--- src/rtl/uart_pkg.sv ---
// ----------------------------------------------------------------------------
// uart_pkg
// Definitions shared by the UART transmit and receive halves:
//   tx_state_e : transmitter FSM states (IDLE/START/DATA/PARITY/STOP)
//   PAR_EVEN   : par_type value selecting even parity (bit = ^data)
//   PAR_ODD    : par_type value selecting odd parity  (bit = ~^data)
// ----------------------------------------------------------------------------
package uart_pkg;

    typedef enum logic [2:0] {
        TX_IDLE   = 3'd0,
        TX_START  = 3'd1,
        TX_DATA   = 3'd2,
        TX_PARITY = 3'd3,
        TX_STOP   = 3'd4
    } tx_state_e;

    localparam logic PAR_EVEN = 1'b0;
    localparam logic PAR_ODD  = 1'b1;

endpackage : uart_pkg

--- src/rtl/parity_bit_generator.sv ---
// ----------------------------------------------------------------------------
// parity_bit_generator
// Combinational parity for one data word; the transmitter registers the
// result when it accepts a byte.
// Ports:
//   data     in  DATA_WIDTH  word to protect
//   par_type in  1           PAR_EVEN (0) or PAR_ODD (1)
//   parity   out 1           parity bit to place on the line
// ----------------------------------------------------------------------------
module parity_bit_generator
    import uart_pkg::*;
#(
    parameter int DATA_WIDTH = 8
) (
    input  logic [DATA_WIDTH-1:0] data,
    input  logic                  par_type,
    output logic                  parity
);

    // Even parity is the XOR of all bits; odd parity inverts it.
    function automatic logic calc_parity(input logic [DATA_WIDTH-1:0] d,
                                         input logic                  odd);
        return (^d) ^ odd;
    endfunction

    // Parity bit selected by the requested convention.
    always_comb begin
        parity = calc_parity(data, (par_type == PAR_ODD));
    end

endmodule : parity_bit_generator

--- src/rtl/uart_transmitter.sv ---
// ----------------------------------------------------------------------------
// uart_transmitter
// Serialises one byte per transaction into an async UART frame:
// start (0), DATA_WIDTH data bits LSB first, optional parity, STOP_BITS
// stop bits (1). Bit timing comes from sample_tick, OVERSAMPLE ticks per bit.
//
// Build option: define UART_TX_PARITY_EN to insert the parity bit between
// the last data bit and the stop bit(s). Without it par_type has no effect
// on the line and the frame is one bit shorter.
//
// Ports:
//   clk          in   1           system clock, posedge
//   reset        in   1           synchronous, active-high
//   sample_tick  in   1           oversampling tick (one clk wide)
//   tx_valid     in   1           request to send tx_data
//   tx_data      in   DATA_WIDTH  byte, sampled on accept
//   par_type     in   1           0 even / 1 odd, sampled on accept
//   tx_ready     out  1           high only while idle
//   tx_serial    out  1           serial line, idles high
//   tx_done      out  1           one-clk pulse at end of last stop bit
// ----------------------------------------------------------------------------
module uart_transmitter
    import uart_pkg::*;
#(
    parameter int DATA_WIDTH = 8,
    parameter int OVERSAMPLE = 16,
    parameter int STOP_BITS  = 1
) (
    input  logic                  clk,
    input  logic                  reset,
    input  logic                  sample_tick,
    input  logic                  tx_valid,
    input  logic [DATA_WIDTH-1:0] tx_data,
    input  logic                  par_type,
    output logic                  tx_ready,
    output logic                  tx_serial,
    output logic                  tx_done
);

    localparam int TICK_W = (OVERSAMPLE > 1) ? $clog2(OVERSAMPLE) : 1;
    // bit_cnt indexes data bits and, in STOP, counts stop bits.
    localparam int BIT_W  = $clog2(DATA_WIDTH + STOP_BITS + 1);

    localparam logic [TICK_W-1:0] TICK_LAST = TICK_W'(OVERSAMPLE - 1);
    localparam logic [BIT_W-1:0]  DATA_LAST = BIT_W'(DATA_WIDTH - 1);
    localparam logic [BIT_W-1:0]  STOP_LAST = BIT_W'(STOP_BITS - 1);

    tx_state_e             state_r;
    logic [TICK_W-1:0]     tick_cnt_r;
    logic [BIT_W-1:0]      bit_cnt_r;
    logic [DATA_WIDTH-1:0] shift_r;
    logic                  parity_r;
    logic                  tx_ready_r;
    logic                  tx_serial_r;
    logic                  tx_done_r;

    logic                  parity_s;
    logic                  bit_end_s;

    parity_bit_generator #(
        .DATA_WIDTH (DATA_WIDTH)
    ) u_parity_bit_generator (
        .data     (tx_data),
        .par_type (par_type),
        .parity   (parity_s)
    );

    // A bit period ends on the tick that would take tick_cnt past OVERSAMPLE-1.
    always_comb begin
        bit_end_s = sample_tick && (tick_cnt_r == TICK_LAST);
    end

    // Frame FSM with counters, shift register and registered line outputs.
    always_ff @(posedge clk) begin
        if (reset) begin
            state_r     <= TX_IDLE;
            tick_cnt_r  <= '0;
            bit_cnt_r   <= '0;
            shift_r     <= '0;
            parity_r    <= 1'b0;
            tx_ready_r  <= 1'b1;
            tx_serial_r <= 1'b1;
            tx_done_r   <= 1'b0;
        end else begin
            tx_done_r <= 1'b0;
            case (state_r)
                TX_IDLE: begin
                    tx_serial_r <= 1'b1;
                    // tx_ready_r is always high here, so tx_valid alone means accept.
                    if (tx_valid) begin
                        shift_r     <= tx_data;
                        parity_r    <= parity_s;
                        tick_cnt_r  <= '0;
                        bit_cnt_r   <= '0;
                        tx_ready_r  <= 1'b0;
                        tx_serial_r <= 1'b0;
                        state_r     <= TX_START;
                    end
                end

                TX_START: begin
                    if (bit_end_s) begin
                        tick_cnt_r  <= '0;
                        bit_cnt_r   <= '0;
                        tx_serial_r <= shift_r[0];
                        state_r     <= TX_DATA;
                    end else if (sample_tick) begin
                        tick_cnt_r <= tick_cnt_r + 1'b1;
                    end
                end

                TX_DATA: begin
                    if (bit_end_s) begin
                        tick_cnt_r <= '0;
                        if (bit_cnt_r == DATA_LAST) begin
                            bit_cnt_r <= '0;
`ifdef UART_TX_PARITY_EN
                            tx_serial_r <= parity_r;
                            state_r     <= TX_PARITY;
`else
                            tx_serial_r <= 1'b1;
                            state_r     <= TX_STOP;
`endif
                        end else begin
                            // Drive the next bit now so the line changes on this edge.
                            shift_r     <= {1'b0, shift_r[DATA_WIDTH-1:1]};
                            tx_serial_r <= shift_r[1];
                            bit_cnt_r   <= bit_cnt_r + 1'b1;
                        end
                    end else if (sample_tick) begin
                        tick_cnt_r <= tick_cnt_r + 1'b1;
                    end
                end

                TX_PARITY: begin
                    if (bit_end_s) begin
                        tick_cnt_r  <= '0;
                        bit_cnt_r   <= '0;
                        tx_serial_r <= 1'b1;
                        state_r     <= TX_STOP;
                    end else if (sample_tick) begin
                        tick_cnt_r <= tick_cnt_r + 1'b1;
                    end
                end

                TX_STOP: begin
                    tx_serial_r <= 1'b1;
                    if (bit_end_s) begin
                        tick_cnt_r <= '0;
                        if (bit_cnt_r == STOP_LAST) begin
                            bit_cnt_r  <= '0;
                            tx_done_r  <= 1'b1;
                            tx_ready_r <= 1'b1;
                            state_r    <= TX_IDLE;
                        end else begin
                            bit_cnt_r <= bit_cnt_r + 1'b1;
                        end
                    end else if (sample_tick) begin
                        tick_cnt_r <= tick_cnt_r + 1'b1;
                    end
                end

                default: begin
                    state_r     <= TX_IDLE;
                    tick_cnt_r  <= '0;
                    bit_cnt_r   <= '0;
                    tx_ready_r  <= 1'b1;
                    tx_serial_r <= 1'b1;
                end
            endcase
        end
    end

    assign tx_ready  = tx_ready_r;
    assign tx_serial = tx_serial_r;
    assign tx_done   = tx_done_r;

endmodule : uart_transmitter

--- config.mk ---
export PLATFORM = sky130hd
export DESIGN_NAME = uart_transmitter
export DESIGN_NICKNAME = d
export VERILOG_FILES = /design/src/rtl/uart_pkg.sv /design/src/rtl/parity_bit_generator.sv /design/src/rtl/uart_transmitter.sv
export SDC_FILE = /design/constraint.sdc
export NUM_CORES = 1
export LEC_CHECK = 0
export ABC_AREA = 1
export CELL_PAD_IN_SITES_DETAIL_PLACEMENT = 0
export CELL_PAD_IN_SITES_GLOBAL_PLACEMENT = 1
export CORE_MARGIN = 3
export CORE_UTILIZATION = 34
export CTS_CLUSTER_SIZE = 24
export DETAILED_ROUTE_END_ITERATION = 6
export MAX_ROUTING_LAYER = met4
export PLACE_DENSITY = 0.77
export SKIP_CTS_REPAIR_TIMING = 1
export SYNTH_ARGS = -nofsm -noshare
export SYNTH_HDL_FRONTEND = slang
export SYNTH_SLANG_ARGS = --single-unit
--- constraint.sdc ---
create_clock -name clk -period 2 [get_ports clk]
set_input_delay 0.5 -clock clk [delete_from_list [all_inputs] [get_ports clk]]
set_output_delay 0.5 -clock clk [all_outputs]
set_load 0.01 [all_outputs]
# Word level (Yosys, flattened, before mapping)

Index checks and enable logic that the tools add are counted.

Register bits: 22
Bits in latches: 0
RAM bits: 0
Bits in read-only memories: 0
Word-level logic and storage cells: 75
Memories: 0

Add/subtract/negate cells: 2
Multiply operators: 0
Divide/modulo/power cells: 0
Magnitude comparators: 0
Eq/ne operators: 16
Shift-type cells: 0
Mux-type cells: 33
Bitwise gates (word level): 3
Reduce and logical (&&, ||, !) cells: 14

Operators by type and width:

| cell                                                                     | number |
|---|---|
| 4-bit two-way mux                                                        | 8 |
| 8-bit two-way mux                                                        | 3 |
| 3-bit two-way mux                                                        | 7 |
| 2-bit inequality test (second input constant)                            | 8 |
| 4-bit one-hot mux with 4 select lines                                    | 1 |
| 8-bit one-hot mux with 2 select lines                                    | 1 |
| 3-bit one-hot mux with 5 select lines                                    | 1 |
| 4-bit AND reduction                                                      | 3 |
| 1-bit two-way mux                                                        | 9 |
| 4-bit by 1-bit adder with 4-bit output (second input constant)           | 2 |
| 4-bit one-hot mux with 2 select lines                                    | 1 |
| 7-bit AND reduction                                                      | 1 |
| 3-bit by 2-bit equality test with 1-bit output (second input constant)   | 2 |
| 3-bit OR reduction                                                       | 2 |
| 4-bit by 3-bit equality test with 1-bit output (second input constant)   | 1 |
| 4-bit equality test (second input constant)                              | 1 |
| 4-bit logical NOT                                                        | 1 |
| 1-bit one-hot mux with 4 select lines                                    | 1 |
| 4-bit OR reduction                                                       | 1 |
| 3-bit by 1-bit equality test with 1-bit output (second input constant)   | 1 |
| 3-bit equality test (second input constant)                              | 1 |
| 3-bit logical NOT                                                        | 1 |
| 3-bit by 1-bit inequality test with 1-bit output (second input constant) | 1 |
| 1-bit NOT                                                                | 3 |
| other kinds (7)                                                          | 7 |

# Depth between registers and ports, before layout

Gate-level depths: netlist of run 1.

Depth after elaboration: 4
Depth in mapped cells: 10

# Worst setup path before layout of run 1

OpenSTA, ideal clock, no wires.

Path type: register to register
Start point: register tick_cnt_r[0]
End point: register state_r[0]
Data arrival time: 1,248 ps
Setup slack: 640 ps
Stages on the path, launching flop included: 11
Path buffers: 0
Path through: dfxtp_1 -> ha_1 -> nand2_1 -> nor2_1 -> inv_1 -> nand2_2 -> nand2_4 -> nor2_4 -> nand2_1 -> nand2_1 -> nor2_1

Word-level cells in the longest chain between the ends: 4
Elaborated cells on any way between the ends: 7
Classes of those cells: 5 x eq/ne; 2 x reduce/logical

RTL lines:

| item                            | RTL line                | RTL |
|---|---|---|
| from (decl)                     | uart_transmitter.sv:49  | `logic [TICK_W-1:0] tick_cnt_r;` |
| from (signal assigned)          | uart_transmitter.sv:108 | `tick_cnt_r <= tick_cnt_r + 1'b1;` |
| from (signal assigned)          | uart_transmitter.sv:131 | `tick_cnt_r <= tick_cnt_r + 1'b1;` |
| from (signal assigned)          | uart_transmitter.sv:142 | `tick_cnt_r <= tick_cnt_r + 1'b1;` |
| 4-bit equality test *           | uart_transmitter.sv:70  | `bit_end_s = sample_tick && (tick_cnt_r == TICK_LAST);` |
| 1-bit logical AND *             | uart_transmitter.sv:70  |  |
| 2-bit inequality test (no line) | -                       |  |
| 7-bit AND reduction (no line) * | -                       |  |
| to (signal assigned)            | uart_transmitter.sv:76  | `state_r <= TX_IDLE;` |
| to (signal assigned)            | uart_transmitter.sv:97  | `state_r <= TX_START;` |
| to (signal assigned)            | uart_transmitter.sv:106 | `state_r <= TX_DATA;` |
| to (decl)                       | uart_transmitter.sv:48  | `tx_state_e state_r;` |

Every way passes the cells marked *; elsewhere a longest branch is shown, timed or not.
A chain may end at the register's enable or synchronous reset.

# Final worst setup path of run 1

Start point: input port sample_tick
End point: register state_r[0]

Word-level cells in the longest chain between the ends: 3
Elaborated cells on any way between the ends: 6
Classes of those cells: 4 x eq/ne; 2 x reduce/logical

RTL lines:

| item                            | RTL line               | RTL |
|---|---|---|
| from (decl)                     | uart_transmitter.sv:31 | `input logic sample_tick,` |
| 1-bit logical AND *             | uart_transmitter.sv:70 |  |
| 2-bit inequality test (no line) | -                      |  |
| 7-bit AND reduction (no line) * | -                      |  |

Marks and branches as above.

==> impl_summary.txt, run 1 <==
----------------------------------------------------
[Placement]
  Post-DP HPWL ... 2.22 mm
  Final Wtd Congestion ... 0.878
  Count of input and output buffers ... 14
  Cells after DPL ... 247

[Clock network]
  Root buffer cell ... sky130_fd_sc_hd__clkbuf_8
  Clock tree from TritonCTS ... yes
  Worst-Skew Late Latency ... between 0.2 and 0.3 ns
  Number of sinks driven by the clock tree ... 22
  Clk slew on worst S/H paths ... 0.08 ns
  H-Tree Level Count ... 1
  Worst-case clock buffer depth ... 2
  CTS buffer count ... 3

[Synth]
  Yosys reg bits ... 22
  Average size of a mapped cell ... just over 7 um2
  Warning count from the yosys run ... 0
  Number of instances in the synthesized netlist ... around 180
  Portion of the post-synthesis area used by sequential elements ... approximately a third
  Yosys cell types ... 29
  Mapped cell area ... roughly 1300 um2
  Net Count, Synth ... just under 200

[Timing]
  Peak Freq ... 604 MHz
  Final-layout setup total negative slack ... 0 ns
  Max-slew violation total from the final report ... 0
  # setup viols final ... 0
  Setup repair after global routing missed its margin ... no
  Worst clock skew on the final layout ... between 0.002 and 0.003 ns
  Final Hold Viols ... 0
  Max-slew headroom at the worst pin ... 72.5%
  Period Utilization, post-route ... 82.8%
  Least-Margin Pin Slew ... 0.412 ns
  Minimum clock period ... 1.66 ns

[Drt]
  Routed length per instance ... around 11 um
  Overall routed net length ... 2.87 mm
  Post-route ant nets ... 0
  Average via count per standard cell ... 4.78
  Number of DRC markers in iteration 0 ... 30
  Total via count in the routed design ... 1201
  Drt drc ... 0
  Number of iterations in the first detailed-routing pass ... 4

[Critical path]
  Critical path cell sequence ... clkdlybuf4s50_1 > nand2_1 > nor2_1 > inv_1 > nand2_2 > nand2_4 > nor2_4 > nand2_1 > nand2_1 > nor2_1
  Delay of the slowest cell on the worst path ... 0.47 ns
  Arrival time reported for the critical path endpoint ... 1.82 ns
  Top Family by Delay on Critical Path ... simple AND/OR/NAND/NOR gates
  Worst setup EP type ... register
  Type of element launching the critical path ... primary input
  Max FO, Critical Path ... 8
  Worst Path Required ... 2.16 ns
  Combined buffer and inverter count along the critical path ... 2
  Startpoint-to-endpoint class of the critical path ... in -> reg
  Worst path most repeated cell ... sky130_fd_sc_hd__nand2_1
  Critical-path top delay cell ... sky130_fd_sc_hd__clkdlybuf4s50_1

[Floorplan]
  Site row count ... 21
  Std-Cell Core Area ... 3490 um2
  Initial cell density of the core ... 36.9%
  Die Footprint ... 4570 um2
  Horizontal die dimension ... 67.6 um
  Top-level I/O count ... 16
  Die height ... 67.6 um

[Cells and area]
  N_diodes ... 0
  Count of filler cells inserted in the layout ... 363
  Util after Layout ... between 40% and 50%
  Commonest cells after routing, fill and taps aside ... sky130_fd_sc_hd__nand2_1 (47), sky130_fd_sc_hd__nor2_1 (27), sky130_fd_sc_hd__dfxtp_1 (22)
  Fraction of final layout cells with drive strength greater than 1 ... 16.6%
  Post-synthesis to final-layout area growth ... 22.3%
  Post-route insts no fill ... 251
  Leading cell type in the layout, fill and taps excluded ... sky130_fd_sc_hd__nand2_1
  Layout Nets ... 222

[Job]
  Max_cap viols ... 0

[Global routing]
  Vias in the first global route ... about 1100
  Sum of overflow across all layers after global routing ... 0
  Pin count of the biggest net entering global routing ... 13
  First-pass GRT wire length ... approximately 5.0 mm
  Total routing resource utilization after global routing ... 14.8%
  Antenna violations before repair ... 0

[Min path]
  Worst hold path class ... reg -> reg

[Status]
  Run status ... complete, no violations

[Pwr]
  Power density of the placed cells ... 1700 nW/um2
  Static leakage power ... 0.000676 uW
  Maximum vdd ir drop ... about 0.00048 V

----------------------------------------------------
## power by group
part           internal [uW]  switching (uW)  total, uW
registers                599             152        750
clock network            175             142        317
logic                    583            1040       1620
## per-layer routing
layer  share of wire (%)  track usage [%]  vias to the layer above
li1                    -                -                      637
met1                  49             18.4                      546
met2                  47             23.9                       14
met3                 2.7             2.50                        4
met4                0.98             5.32                        0
met5                   0                -                        -
## path summary, 6_finish.rpt
kind	endpoint	cells after the start	startpoint	slack, ns
worst max-delay path	state_r[0]	10	sample_tick	0.34
worst min-delay path	tx_ready	2	tx_ready	0.46
worst max register to register	state_r[0]	10	tick_cnt_r[1]	0.43
worst min register to register	tx_ready	2	tx_ready	0.46
## synthesized netlist by cell type (all sizes together)
cell     n  area [um2]
dfxtp   22         440
nor2    32         148
o21bai   3        22.5
nand3   11        55.1
nor4     1        6.26
nor3     3        26.3
ha       3        37.5
nand3b   1        11.3
buf      2        10.0
a21boi   2        15.0
o21ai   12        63.8
nand2   57         273
inv     15        56.3
clkinv   1        16.3
a21oi   11        58.8
o211ai   1        7.51
xor2     2        17.5
nand4    4        25.0
## state kept, by name (all words and copies together), names as in the netlist
name,flops
shift_r,8
state_r,3
tx_ready,1
bit_cnt_r,4
tick_cnt_r,4
tx_serial,1
tx_done,1
## tightest hold or removal path: cells and delay by family (launching register included)
family,cells,cell delay [ns]
flip-flops,1,0.33
AND/OR/NAND/NOR,2,0.10
## through the flow
stage                     area (um2)  hold WS (ns)  power, uW  worst slack (ns)
after CTS                       1580         0.471       2720             0.330
after global routing            1580         0.505       2980             0.178
after detailed placement        1520         0.451       2400            0.0524
final                           1580         0.463       2690             0.343
after global placement          1520         0.448       2370            0.0844
after floorplan                 1290         0.438       2040             0.640
## area by class of cell
type	instances	area (um2)	area share [%]
Clock buffer	4	55.1	3.49
Inverter	16	72.6	4.60
Multi-Input combinational cell	143	767	48.6
Sequential cell	22	440	27.9
Tap cell	46	57.6	3.65
Timing Repair Buffer	20	185	11.7
## logic make-up after synthesis
group	after synthesis	synth area share (%)
xor+xnor	2	1.36
compound gates	29	13.0
buf+inv	18	6.40
simple gates	109	42.2
flops	22	34.1
fa+ha+maj	3	2.91
Note: power is estimated with default switching activity, not from simulation.
==> inputs of run 2 (changes only) <==
clock period = 1.6 ns   (was 2 ns; I/O delays follow)
==> impl_summary.txt, run 2 (synthesis gave the netlist of run 1 again) <==
----------------------------------------------------
[Timing]
  Final-layout setup total negative slack ... 0 ns
  Period Utilization, post-route ... 95.8%
  Max-slew violation total from the final report ... 0
  # setup viols final ... 0
  Minimum clock period ... 1.53 ns
  Least-Margin Pin Slew ... roughly 0.35 ns
  Final Hold Viols ... 0
  Peak Freq ... 653 MHz
  Setup repair after global routing missed its margin ... no
  Max-slew headroom at the worst pin ... 76.9%
  Worst clock skew on the final layout ... roughly 0.0011 ns

[Drt]
  Number of iterations in the first detailed-routing pass ... 4
  Drt drc ... 0
  Average via count per standard cell ... 4.88
  Post-route ant nets ... 0
  Overall routed net length ... 2.89 mm
  Routed length per instance ... 11.2 um
  Number of DRC markers in iteration 0 ... 64
  Total via count in the routed design ... 1254

[Clock network]
  Clk slew on worst S/H paths ... 0.08 ns
  Worst-case clock buffer depth ... 2
  Clock tree from TritonCTS ... yes
  Root buffer cell ... sky130_fd_sc_hd__clkbuf_8
  H-Tree Level Count ... 1
  Number of sinks driven by the clock tree ... 22
  CTS buffer count ... 3
  Worst-Skew Late Latency ... around 0.26 ns

[Critical path]
  Type of element launching the critical path ... register
  Internal reg-to-reg setup slack ... 0.12 ns
  Critical path cell sequence ... clkdlybuf4s50_1
  Arrival time reported for the critical path endpoint ... around 1.1 ns
  Worst setup EP type ... output port
  R2r startpoint ... state_r[2]
  Startpoint-to-endpoint class of the critical path ... reg -> out
  Number of gates on the worst path with buffers counted ... 1
  Combined buffer and inverter count along the critical path ... 1
  Max FO, Critical Path ... 2
  Top Family by Delay on Critical Path ... buffers and inverters
  Endpoint of the worst register-to-register path ... state_r[1]
  Critical-path top delay cell ... sky130_fd_sc_hd__clkdlybuf4s50_1
  Worst Path Required ... approximately 1.2 ns
  Reg2Reg Depth ... 9
  Delay of the slowest cell on the worst path ... 0.53 ns

[Cells and area]
  Fraction of final layout cells with drive strength greater than 1 ... 20.9%
  Top Registers ... shift_r x8, bit_cnt_r x4, tick_cnt_r x4
  Largest register FFs ... 8
  Largest register by flop count ... shift_r
  Layout Nets ... 228
  Commonest cells after routing, fill and taps aside ... sky130_fd_sc_hd__nand2_1 (47), sky130_fd_sc_hd__nor2_1 (26), sky130_fd_sc_hd__dfxtp_1 (21)
  Leading cell type in the layout, fill and taps excluded ... sky130_fd_sc_hd__nand2_1
  Final instance area ... 1650 um2
  Post-synthesis to final-layout area growth ... 27.8%
  N_diodes ... 0

[Placement]
  Post-DP HPWL ... 2.22 mm
  Placed Area ... 1580 um2
  Count of input and output buffers ... 14
  Final Wtd Congestion ... 0.890

[Floorplan]
  Top-level I/O count ... 16
  Std-Cell Core Area ... 3490 um2
  Initial cell density of the core ... 36.9%
  Die height ... around 68 um
  Die Footprint ... 4570 um2
  Horizontal die dimension ... between 60 and 70 um
  Site row count ... 21

[Global routing]
  First-pass GRT wire length ... 5.13 mm
  Sum of overflow across all layers after global routing ... 0
  Total routing resource utilization after global routing ... 15.3%
  Pin count of the biggest net entering global routing ... 17
  Vias in the first global route ... 1152
  Antenna violations before repair ... 0

[Job]
  Max_cap viols ... 0

[Min path]
  Number of cells traversed by the worst hold path ... 2
  Worst hold path startpoint ... tx_ready
  Worst hold path class ... reg -> reg
  WHS Endpoint ... tx_ready

[Pwr]
  Maximum vdd ir drop ... roughly 0.00070 V
  Static leakage power ... 0.000710 uW
  Power density of the placed cells ... between 2000 and 2500 nW/um2
  Power after layout ... 3490 uW

[Status]
  Run status ... complete, no violations

----------------------------------------------------
run 2: layout make-up:
class,count,area [um2]
fillers,355,1850
clock buffers,4,55.1
well taps,46,57.6
inverters,16,72.6
repair buffers,26,243
flip-flops and latches,22,442
multi-input cells,143,779
run 2: metal layers:
metal | part of all wire, % | track usage (%) | vias to the layer above
met5 | 0 | - | -
met4 | 0.80 | 3.80 | 0
met3 | 3.0 | 3.99 | 4
met2 | 48 | 25.5 | 16
met1 | 48 | 18.2 | 582
li1 | - | - | 652
run 2: worst register-to-register path: stages (launching register included):
cell and delay (ns):
sky130_fd_sc_hd__dfxtp_1 0.53, sky130_fd_sc_hd__inv_2 0.11, sky130_fd_sc_hd__o21ai_2 0.12, sky130_fd_sc_hd__nand2_2 0.14
sky130_fd_sc_hd__nand2_2 0.11, sky130_fd_sc_hd__nand2_4 0.09, sky130_fd_sc_hd__nor2_4 0.13, sky130_fd_sc_hd__nand2_1 0.06
sky130_fd_sc_hd__nand2_1 0.05, sky130_fd_sc_hd__nor2_1 0.03
run 2: where the power goes:
group	internal, uW	total, uW	switching, uW
Sequential	751	917	166
Clock	220	405	185
Combinational	803	2170	1360
Total	1770	3490	1720
run 2: stage by stage:
| stage | utilization, % | setup slack (ns) | cells | hold WS, ns |
|---|---|---|---|---|
| finish | 47.2 | 0.0680 | 257 | 0.460 |
| detailed placement | 45.2 | -0.243 | 253 | 0.448 |
| CTS | 46.8 | 0.0136 | 257 | 0.470 |
| floorplan | - | 0.240 | 183 | 0.438 |
| global route | 47.2 | 0.0118 | 257 | 0.501 |
| global placement | 45.2 | -0.210 | 253 | 0.444 |
run 2: worst max-delay path by stage:
stage	startpoint	to	slack, ns
finish	tx_serial	tx_serial	0.07
global route	state_r[1]	shift_r[6]	0.01
CTS	tick_cnt_r[1]	state_r[1]	0.01
detailed placement	sample_tick	state_r[1]	-0.24
global placement	sample_tick	state_r[1]	-0.21
floorplan	tick_cnt_r[0]	state_r[0]	0.24
